**config.mk**
```make
export PLATFORM = sky130hd
export DESIGN_NAME = normalize_and_pack
export DESIGN_NICKNAME = d
export VERILOG_FILES = /design/src/rtl/fp_adder_pkg.sv /design/src/rtl/round_nearest_even.sv /design/src/rtl/normalize_and_pack.sv
export SDC_FILE = /design/constraint.sdc
export NUM_CORES = 1
export LEC_CHECK = 0
export CAP_MARGIN = 25
export CORE_ASPECT_RATIO = 1.4
export CORE_MARGIN = 3
export CORE_UTILIZATION = 45
export DETAILED_ROUTE_END_ITERATION = 8
export PLACE_DENSITY = 0.8
export SLEW_MARGIN = 15
export SYNTH_ARGS = -nofsm -noshare
export SYNTH_HDL_FRONTEND = slang
export SYNTH_HIERARCHICAL = 1
export SYNTH_SLANG_ARGS = --single-unit
```
**constraint.sdc**
```tcl
create_clock -name Clk -period 5.1 [get_ports Clk]
set_input_delay 0.765 -clock Clk [delete_from_list [all_inputs] [get_ports Clk]]
set_output_delay 0.765 -clock Clk [all_outputs]
set_load 0.02 [all_outputs]
```
**src/rtl/fp_adder_pkg.sv**
```systemverilog
// Shared definitions for the floating-point adder back end: FSM states,
// field widths and the IEEE-754 single-precision field layout.
package fp_adder_pkg;

  typedef enum logic [1:0] {
    IDLE = 2'd0,
    NORM = 2'd1,
    DONE = 2'd2
  } state_t;

  localparam int EXP_W = 8;
  localparam int MAN_W = 24;
  localparam logic [EXP_W-1:0] EXP_MAX = 8'hFF;

  // Packed-result field positions.
  localparam int SIGN_POS = 31;
  localparam int EXP_MSB  = 30;
  localparam int EXP_LSB  = 23;
  localparam int FRAC_MSB = 22;

  // Assemble {sign, exponent, fraction}. The hidden bit is not stored.
  function automatic logic [31:0] pack_word(input logic s,
                                            input logic [EXP_W-1:0] e,
                                            input logic [MAN_W-2:0] f);
    logic [31:0] w;
    w = '0;
    w[SIGN_POS]        = s;
    w[EXP_MSB:EXP_LSB] = e;
    w[FRAC_MSB:0]      = f;
    return w;
  endfunction

endpackage

```
**src/rtl/round_nearest_even.sv**
```systemverilog
// Combinational round-to-nearest-even for the carry right-shift, with
// renormalisation when the increment overflows the 24-bit mantissa.
// Only present when NORM_ROUND_EN is defined; the default build truncates.
`ifdef NORM_ROUND_EN
module round_nearest_even
  import fp_adder_pkg::*;
(
  input  logic [MAN_W-1:0] m_in,
  input  logic             dropped,
  output logic [MAN_W-1:0] m_out,
  output logic             renorm
);

  logic             inc;
  logic [MAN_W:0]   sum;

  // A single dropped bit set is always an exact half-way case, so the
  // increment happens only when the kept LSB is odd.
  always_comb begin
    inc    = dropped & m_in[0];
    sum    = {1'b0, m_in} + {{MAN_W{1'b0}}, inc};
    renorm = sum[MAN_W];
    m_out  = renorm ? {1'b1, {(MAN_W-1){1'b0}}} : sum[MAN_W-1:0];
  end

endmodule
`endif

```
**src/rtl/normalize_and_pack.sv**
```systemverilog
// Final stage of the fp32 adder: normalises the raw mantissa one bit per
// cycle, adjusts the exponent, packs an IEEE-754 word and flags
// overflow/underflow. Optional macro NORM_ROUND_EN enables round-to-nearest-
// even on the carry right-shift (default build truncates the dropped bit).
//
// Handshake: a job starts on a 0->1 transition of Stable_In (level input,
// registered into prev). Starts are accepted only in IDLE or DONE; a start
// seen in NORM is dropped. Result_valid is a level that stays high from job
// completion until the next accepted start or reset; Result only changes on
// the edge that completes a job.
module normalize_and_pack
  import fp_adder_pkg::*;
(
  input  logic             Clk,
  input  logic             Reset_n,
  input  logic             S_In,
  input  logic [EXP_W-1:0] E_In,
  input  logic [MAN_W-1:0] M_In,
  input  logic             Carry_In,
  input  logic             Stable_In,
  output logic [31:0]      Result,
  output logic             Result_valid,
  output logic             Overflow,
  output logic             Underflow,
  output logic             Busy,
  output logic [1:0]       state_dbg
);

  state_t           state, nx_state;
  logic             prev;
  logic             start;
  logic             s_r, nx_s;
  logic [EXP_W-1:0] e_r, nx_e;
  logic [MAN_W-1:0] m_r, nx_m;
  logic             c_r, nx_c;
  logic [31:0]      result_r, nx_result;
  logic             valid_r, nx_valid;
  logic             ovf_r, nx_ovf;
  logic             unf_r, nx_unf;

  logic [MAN_W-1:0] m_shift;
  logic [MAN_W-1:0] m_fin;
  logic             renorm;
  logic [EXP_W:0]   e_fin;

  assign start = Stable_In & ~prev;

  // Carry path: bring the carry in as the new hidden bit.
  assign m_shift = {1'b1, m_r[MAN_W-1:1]};

`ifdef NORM_ROUND_EN
  round_nearest_even u_round (
    .m_in    (m_shift),
    .dropped (m_r[0]),
    .m_out   (m_fin),
    .renorm  (renorm)
  );
`else
  assign m_fin  = m_shift;
  assign renorm = 1'b0;
`endif

  // One extra bit so a renormalise on top of E=255 still reads as overflow.
  assign e_fin = {1'b0, e_r} + 9'd1 + {8'd0, renorm};

  // Next-state and datapath: exactly one normalisation action per edge in NORM.
  always_comb begin
    nx_state  = state;
    nx_s      = s_r;
    nx_e      = e_r;
    nx_m      = m_r;
    nx_c      = c_r;
    nx_result = result_r;
    nx_valid  = valid_r;
    nx_ovf    = ovf_r;
    nx_unf    = unf_r;
    case (state)
      IDLE, DONE: begin
        if (start) begin
          nx_s     = S_In;
          nx_e     = E_In;
          nx_m     = M_In;
          nx_c     = Carry_In;
          nx_valid = 1'b0;
          nx_ovf   = 1'b0;
          nx_unf   = 1'b0;
          nx_state = NORM;
        end
      end
      NORM: begin
        if (e_r == EXP_MAX) begin
          // NaN / infinity from upstream: pass through untouched.
          nx_result = pack_word(s_r, e_r, m_r[MAN_W-2:0]);
          nx_valid  = 1'b1;
          nx_state  = DONE;
        end else if (c_r) begin
          nx_m = m_fin;
          nx_e = e_fin[EXP_W-1:0];
          nx_c = 1'b0;
          if (e_fin >= {1'b0, EXP_MAX}) begin
            nx_result = pack_word(s_r, EXP_MAX, '0);
            nx_ovf    = 1'b1;
          end else begin
            nx_result = pack_word(s_r, e_fin[EXP_W-1:0], m_fin[MAN_W-2:0]);
          end
          nx_valid = 1'b1;
          nx_state = DONE;
        end else if (m_r == '0) begin
          // Exact cancellation always yields +0.
          nx_result = '0;
          nx_valid  = 1'b1;
          nx_state  = DONE;
        end else if (m_r[MAN_W-1]) begin
          nx_result = pack_word(s_r, e_r, m_r[MAN_W-2:0]);
          nx_valid  = 1'b1;
          nx_state  = DONE;
        end else if (e_r <= 8'd1) begin
          // No subnormal support: flush to signed zero.
          nx_result = pack_word(s_r, '0, '0);
          nx_unf    = 1'b1;
          nx_valid  = 1'b1;
          nx_state  = DONE;
        end else begin
          nx_m = {m_r[MAN_W-2:0], 1'b0};
          nx_e = e_r - 8'd1;
        end
      end
      default: nx_state = IDLE;
    endcase
  end

  // State and datapath registers; reset aborts any job in flight.
  always_ff @(posedge Clk or negedge Reset_n) begin
    if (!Reset_n) begin
      state    <= IDLE;
      prev     <= 1'b0;
      s_r      <= 1'b0;
      e_r      <= '0;
      m_r      <= '0;
      c_r      <= 1'b0;
      result_r <= '0;
      valid_r  <= 1'b0;
      ovf_r    <= 1'b0;
      unf_r    <= 1'b0;
    end else begin
      state    <= nx_state;
      prev     <= Stable_In;
      s_r      <= nx_s;
      e_r      <= nx_e;
      m_r      <= nx_m;
      c_r      <= nx_c;
      result_r <= nx_result;
      valid_r  <= nx_valid;
      ovf_r    <= nx_ovf;
      unf_r    <= nx_unf;
    end
  end

  assign Result       = result_r;
  assign Result_valid = valid_r;
  assign Overflow     = ovf_r;
  assign Underflow    = unf_r;
  assign Busy         = (state == NORM);
  assign state_dbg    = state;

endmodule

```
==> flow_metrics.py, run 1 <==
metrics = {
    "placed_design": {
        "place.gp.congestion": 0.890,
        "hpwlAfterDp_mm": 7.47,
        "portBuffers": 74,
    },
    "clocking": {
        "cts_max_path_buffers": 2,
        "hold_buffers": 0,
        "cts_tree": "yes",
        "cts_buffers": 9,
        "clockRootBuffer": "clkbuf_16",
        "post_cts_resize_count": 0,
        "cts_sinks": 72,
        "cts.clk_slew.worst_paths_ns": 0.05,
        "cts_setup_buffers": 0,
        "cts-htree-levels": 3,
        "clkLatencyLatePin_ns": 0.34,
    },
    "detailed_routing": {
        "firstDrtPassIters": 5,
        "vias": 3756,
        "routedWlPerCell_um": 18.7,
        "drt_drc_violations_left": 0,
        "routed_via_density": 6.20,
        "ant_nets": 0,
        "wl_mm": 11.3,
        "first_iter_violations": 403,
    },
    "die": {
        "start_util": 0.472,
        "io_pins": 75,
        "die-width_um": 87.0,
        "rows": 40,
        "die_height_um": 119,
        "fp.dieArea_sq_um": 10400,
        "fp.coreArea_sq_um": 8760,
    },
    "grt": {
        "track_usage": 0.224,
        "grt_pass1_wl_mm": 18.3,
        "antenna_found_initial": 0,
        "overflow": 0,
        "grt_max_degree": 56,
        "grt_pass1_vias": 3570,
    },
    "critical_path": {
        "critPathCaptureType": "primary output",
        "arrival_ns": 2.52,
        "critPathLaunchType": "flop",
        "cp.required_ns": 4.34,
        "crit_path_max_fanout": 36,
        "path_class": "flop to primary output",
    },
    "synthesis": {
        "synth-seq-area-share": 0.436,
        "syn_inst": 445,
        "yosysWarnings": 6,
        "syn-num-nets": 486,
        "synth_top_area_share": 0.436,
        "synth_area_leaders": "dfrtp_1, a221o_1, nor2_1",
        "synth-seq-cells": 72,
        "synthesis.area_sq_um": 4130,
        "synthDistinctLibCells": 57,
        "synth.largest_area_cell": "dfrtp_1",
        "synth_edf_count": 0,
        "ys.flop_type": "dfrtp_1",
        "synthArstFlopShare": 1.00,
        "avgSynthCellArea_sq_um": 9.28,
    },
    "sta": {
        "worst_pin_slew_ns": 0.909,
        "fin_crit_ns": 3.28,
        "fin_worst_skew_ns": 0.00641,
        "slew_headroom": 0.394,
        "clock.fmax_mhz": 305,
        "setup_viol": 0,
        "setup_tns_ns": 0,
        "hold_viol": 0,
        "period_share": 0.643,
        "drv_slew": 0,
        "rsz0062_at_grt": "false",
    },
    "cells_and_area": {
        "area_delta_synth_final_pct": 24.6,
        "fillers": 765,
        "nets": 537,
        "n_antenna_cell": 0,
        "drive_above_1_share": 0.0778,
    },
    "power": {
        "powerDensity_nw_per_um2": 682,
        "ir_worst_vdd_mv": 0.341,
        "p_leak_uw": 0.00211,
        "p_total_uw": 3510,
    },
    "hold_path": {
        "worstHoldPathType": "flop to flop",
    },
    "job": {
        "drv_cap": 0,
    },
    "status": {
        "status": "completed",
    },
}
-- layer usage --
metal  GRT usage  wire (um)
met3      0.0429        857
met4      0.0828        236
met1       0.284       4390
met2       0.374       5840
met5           0          0
-- area by class of cell --
type | instances | area (sq um) | share of cell area
sequential | 72 | 1800 | 0.350
clock buffer | 10 | 229 | 0.0445
timing repair buffer | 82 | 823 | 0.160
tap | 105 | 131 | 0.0255
inverter | 27 | 101 | 0.0197
multi-input combinational | 304 | 1970 | 0.384
clock inverter | 6 | 83.8 | 0.0163
-- through the flow --
stage / worst slack, ns / util / hold slack [ns] / instance area (sq um) / cells
after floorplan: 2.76 / - / 0.469 / 4130 / 445
after global placement: 2.04 / 0.547 / 0.459 / 4790 / 588
after detailed placement: 1.85 / 0.549 / 0.465 / 4800 / 589
after CTS: 1.83 / 0.584 / 0.476 / 5120 / 605
after global routing: 1.75 / 0.587 / 0.516 / 5140 / 606
final: 1.82 / 0.587 / 0.469 / 5140 / 606
-- power by group --
group          switching [uW]  internal (uW)  leakage [uW]
clock                     240            426      0.000156
combinational             956            705       0.00109
sequential                339            845      0.000872
-- path summary, 6_finish.rpt --
check                           depth (start not counted)  slack, ns         start    endpoint
worst max register to register                          8       2.14        e_r[5]   Result[4]
worst min register to register                          2       0.47    Result[31]  Result[31]
min in group asynchronous                               1       0.56       Reset_n   Result[7]
worst max-delay path                                    5       1.82  state_dbg[1]        Busy
max in group asynchronous                               2       3.55       Reset_n      e_r[5]
worst min-delay path                                    2       0.47    Result[31]  Result[31]
-- kinds of logic after synthesis --
logic type      after synthesis  synth area share
simple gates                132             0.152
compound gates              159             0.288
xor+xnor                      5            0.0124
buf+inv                      69            0.0885
mux                           4            0.0103
flops                        72             0.436
fa+ha+maj                     4            0.0121
-- worst max-delay path, cell delays in order, from the launching register on --
cell and delay (ns):
dfrtp_1 0.39, nand2b_1 0.15, buf_4 0.25, inv_1 0.29, buf_4 0.40, clkdlybuf4s50_1 0.69
-- cells in the mapped netlist, drive strengths merged, types with 2 or more instances --
cell          n
mux2          2
o211ai       26
nand4         3
and4          2
nor3b         2
a32oi         2
a221oi       22
clkbuf       19
buf          21
ha            4
nand3         7
a21oi        16
a21o          6
nor2         59
a22o          4
o21ai        38
dfrtp        72
nor4          8
a221o        23
o311ai        2
a31oi         6
nand2b        4
dlygate4sd1   2
nand2        31
nor3          6
inv          27
mux2i         2
or3           3
o22a          2
xor2          4
nor2b         3
o31ai         3
-- sequential cells by signal, indices dropped and copies added, names as in the netlist --
| signal | count |
|---|---|
| Result | 32 |
| m_r | 24 |
| e_r | 8 |
| state_dbg | 2 |
| Overflow | 1 |
| Result_valid | 1 |
| Underflow | 1 |
| c_r | 1 |
| prev | 1 |
| s_r | 1 |
-- cells in the final DEF (no fill, tap or decap), drive strengths merged, types with 6 or more instances in the layout --
cell type / count
clkbuf: 10
a21o: 6
o211ai: 26
a31oi: 6
nand2: 31
o21ai: 38
inv: 27
dfrtp: 72
a221o: 23
clkdlybuf4s50: 73
a21oi: 16
nor4: 8
a221oi: 22
nand3: 7
nor2: 59
nor3: 6
buf: 9
No activity file was read; power rests on OpenSTA's default activity.
==> run 2: changes to the inputs <==
Clock period 5.1 ns to 3.1 ns, I/O delays scaled along.
==> flow_metrics.py, run 2 (same netlist as run 1, synthesis figures left out) <==
metrics = {
    "cells_and_area": {
        "nets": 545,
        "regArea_sq_um": 1800,
        "fillers": 766,
        "n_antenna_cell": 0,
        "largest_reg_flops": 32,
        "multi_input_area_sq_um": 1970,
        "final_cell_mix": "clkdlybuf4s50_1, dfrtp_1, nor2_1",
        "post-route-cell-area_sq_um": 5240,
        "drive_above_1_share": 0.0923,
        "layout_commonest_cell": "clkdlybuf4s50_1",
        "final_cells": 614,
        "area_delta_synth_final_pct": 26.8,
    },
    "grt": {
        "grt_pass1_vias": 3799,
        "antenna_found_initial": 0,
        "track_usage": 0.232,
        "grt_max_degree": 43,
        "overflow": 0,
        "grt_pass1_wl_mm": 19.0,
    },
    "sta": {
        "drv_slew": 0,
        "holdWs_ns": 0.200,
        "setup_viol": 0,
        "clock.fmax_mhz": 371,
        "worst_pin_slew_ns": 0.766,
        "period_share": 0.870,
        "slew_headroom": 0.489,
        "hold_viol": 0,
        "fin_worst_skew_ns": 0.00603,
        "rsz0062_at_grt": "false",
        "fin_crit_ns": 2.70,
        "setup_tns_ns": 0,
    },
    "placed_design": {
        "place_inst": 598,
        "place.gp.congestion": 0.906,
        "portBuffers": 74,
        "hpwlAfterDp_mm": 7.85,
        "placed_cell_area_sq_um": 4890,
    },
    "critical_path": {
        "rrSetupSlack_ns": 0.40,
        "crit_path_max_fanout": 32,
        "critPathCaptureType": "flop",
        "arrival_ns": 2.91,
        "r2r_cells": 7,
        "cp.required_ns": 3.31,
        "r2r_end": "Result[9]",
        "path_class": "flop to flop",
        "critPathLaunchType": "flop",
        "r2r_start": "e_r[6]",
    },
    "clocking": {
        "cts.clk_slew.worst_paths_ns": 0.06,
        "cts_sinks": 72,
        "cts_buffers": 9,
        "cts_setup_buffers": 0,
        "clockRootBuffer": "clkbuf_16",
        "cts_max_path_buffers": 2,
        "cts_tree": "yes",
        "hold_buffers": 0,
        "clkLatencyLatePin_ns": 0.34,
        "post_cts_resize_count": 0,
        "cts-htree-levels": 3,
    },
    "detailed_routing": {
        "wl_mm": 11.5,
        "vias": 3871,
        "firstDrtPassIters": 5,
        "routedWlPerCell_um": 18.8,
        "routed_via_density": 6.30,
        "ant_nets": 0,
        "drt_drc_violations_left": 0,
        "first_iter_violations": 410,
    },
    "status": {
        "status": "completed",
    },
    "die": {
        "fp.coreArea_sq_um": 8760,
        "die-width_um": 87.0,
        "die_height_um": 119,
        "start_util": 0.472,
        "io_pins": 75,
        "rows": 40,
        "fp.dieArea_sq_um": 10400,
    },
    "job": {
        "drv_cap": 0,
    },
    "hold_path": {
        "worstHoldPathType": "primary input to async pin",
    },
    "power": {
        "p_leak_uw": 0.00217,
        "powerDensity_nw_per_um2": 1140,
        "ir_worst_vdd_mv": 0.555,
    },
}
run 2: metrics by stage:
step                utilization  setup slack, ns  total power, uW
detailed placement        0.558            0.470             4710
CTS                       0.598            0.439             5950
global placement          0.558            0.496             4630
global route              0.598            0.261             6340
floorplan                     -            0.849             3710
finish                    0.598            0.404             5940
run 2: routing by layer:
metal	wire, um	global-route usage	vias to the layer above
li1	-	-	1766
met1	4500	0.287	1862
met2	5660	0.362	196
met3	810	0.0505	47
met4	580	0.141	0
met5	0	0	-
run 2: critical path, stage by stage, from the launching register on:
cell and delay [ns]:
dfrtp_1 0.55, nor4_1 0.69, o211a_1 0.32, nor3_2 0.08
a31o_1 0.26, buf_4 0.26, a221oi_1 0.30, nor2_1 0.08
run 2: power by group:
part | switching, uW | total [uW] | internal, uW
Sequential | 559 | 1950 | 1390
Clock | 398 | 1210 | 808
Combinational | 1600 | 2790 | 1190
Total | 2560 | 5940 | 3390
run 2: worst max-delay path by stage:
stage                       from    endpoint
after floorplan           e_r[1]  Result[12]
after global placement    e_r[6]   Result[9]
after detailed placement  e_r[6]   Result[9]
after CTS                 e_r[6]   Result[9]
after global routing      e_r[6]   Result[4]
final                     e_r[6]   Result[9]
run 2: final cells by class:
class / instances / area share
clock buffers: 11 / 0.0464
clock inverters: 5 / 0.0198
inverters: 27 / 0.0194
multi-input cells: 304 / 0.377
flip-flops and latches: 72 / 0.344
well taps: 105 / 0.0251
repair buffers: 90 / 0.168
==> run 3: changes to the inputs <==
Settings changed: HOLD_SLACK_MARGIN from default to 0.08.
==> results of run 3 <==
No change in the layout: final DEF, timing and power equal those of run 2.
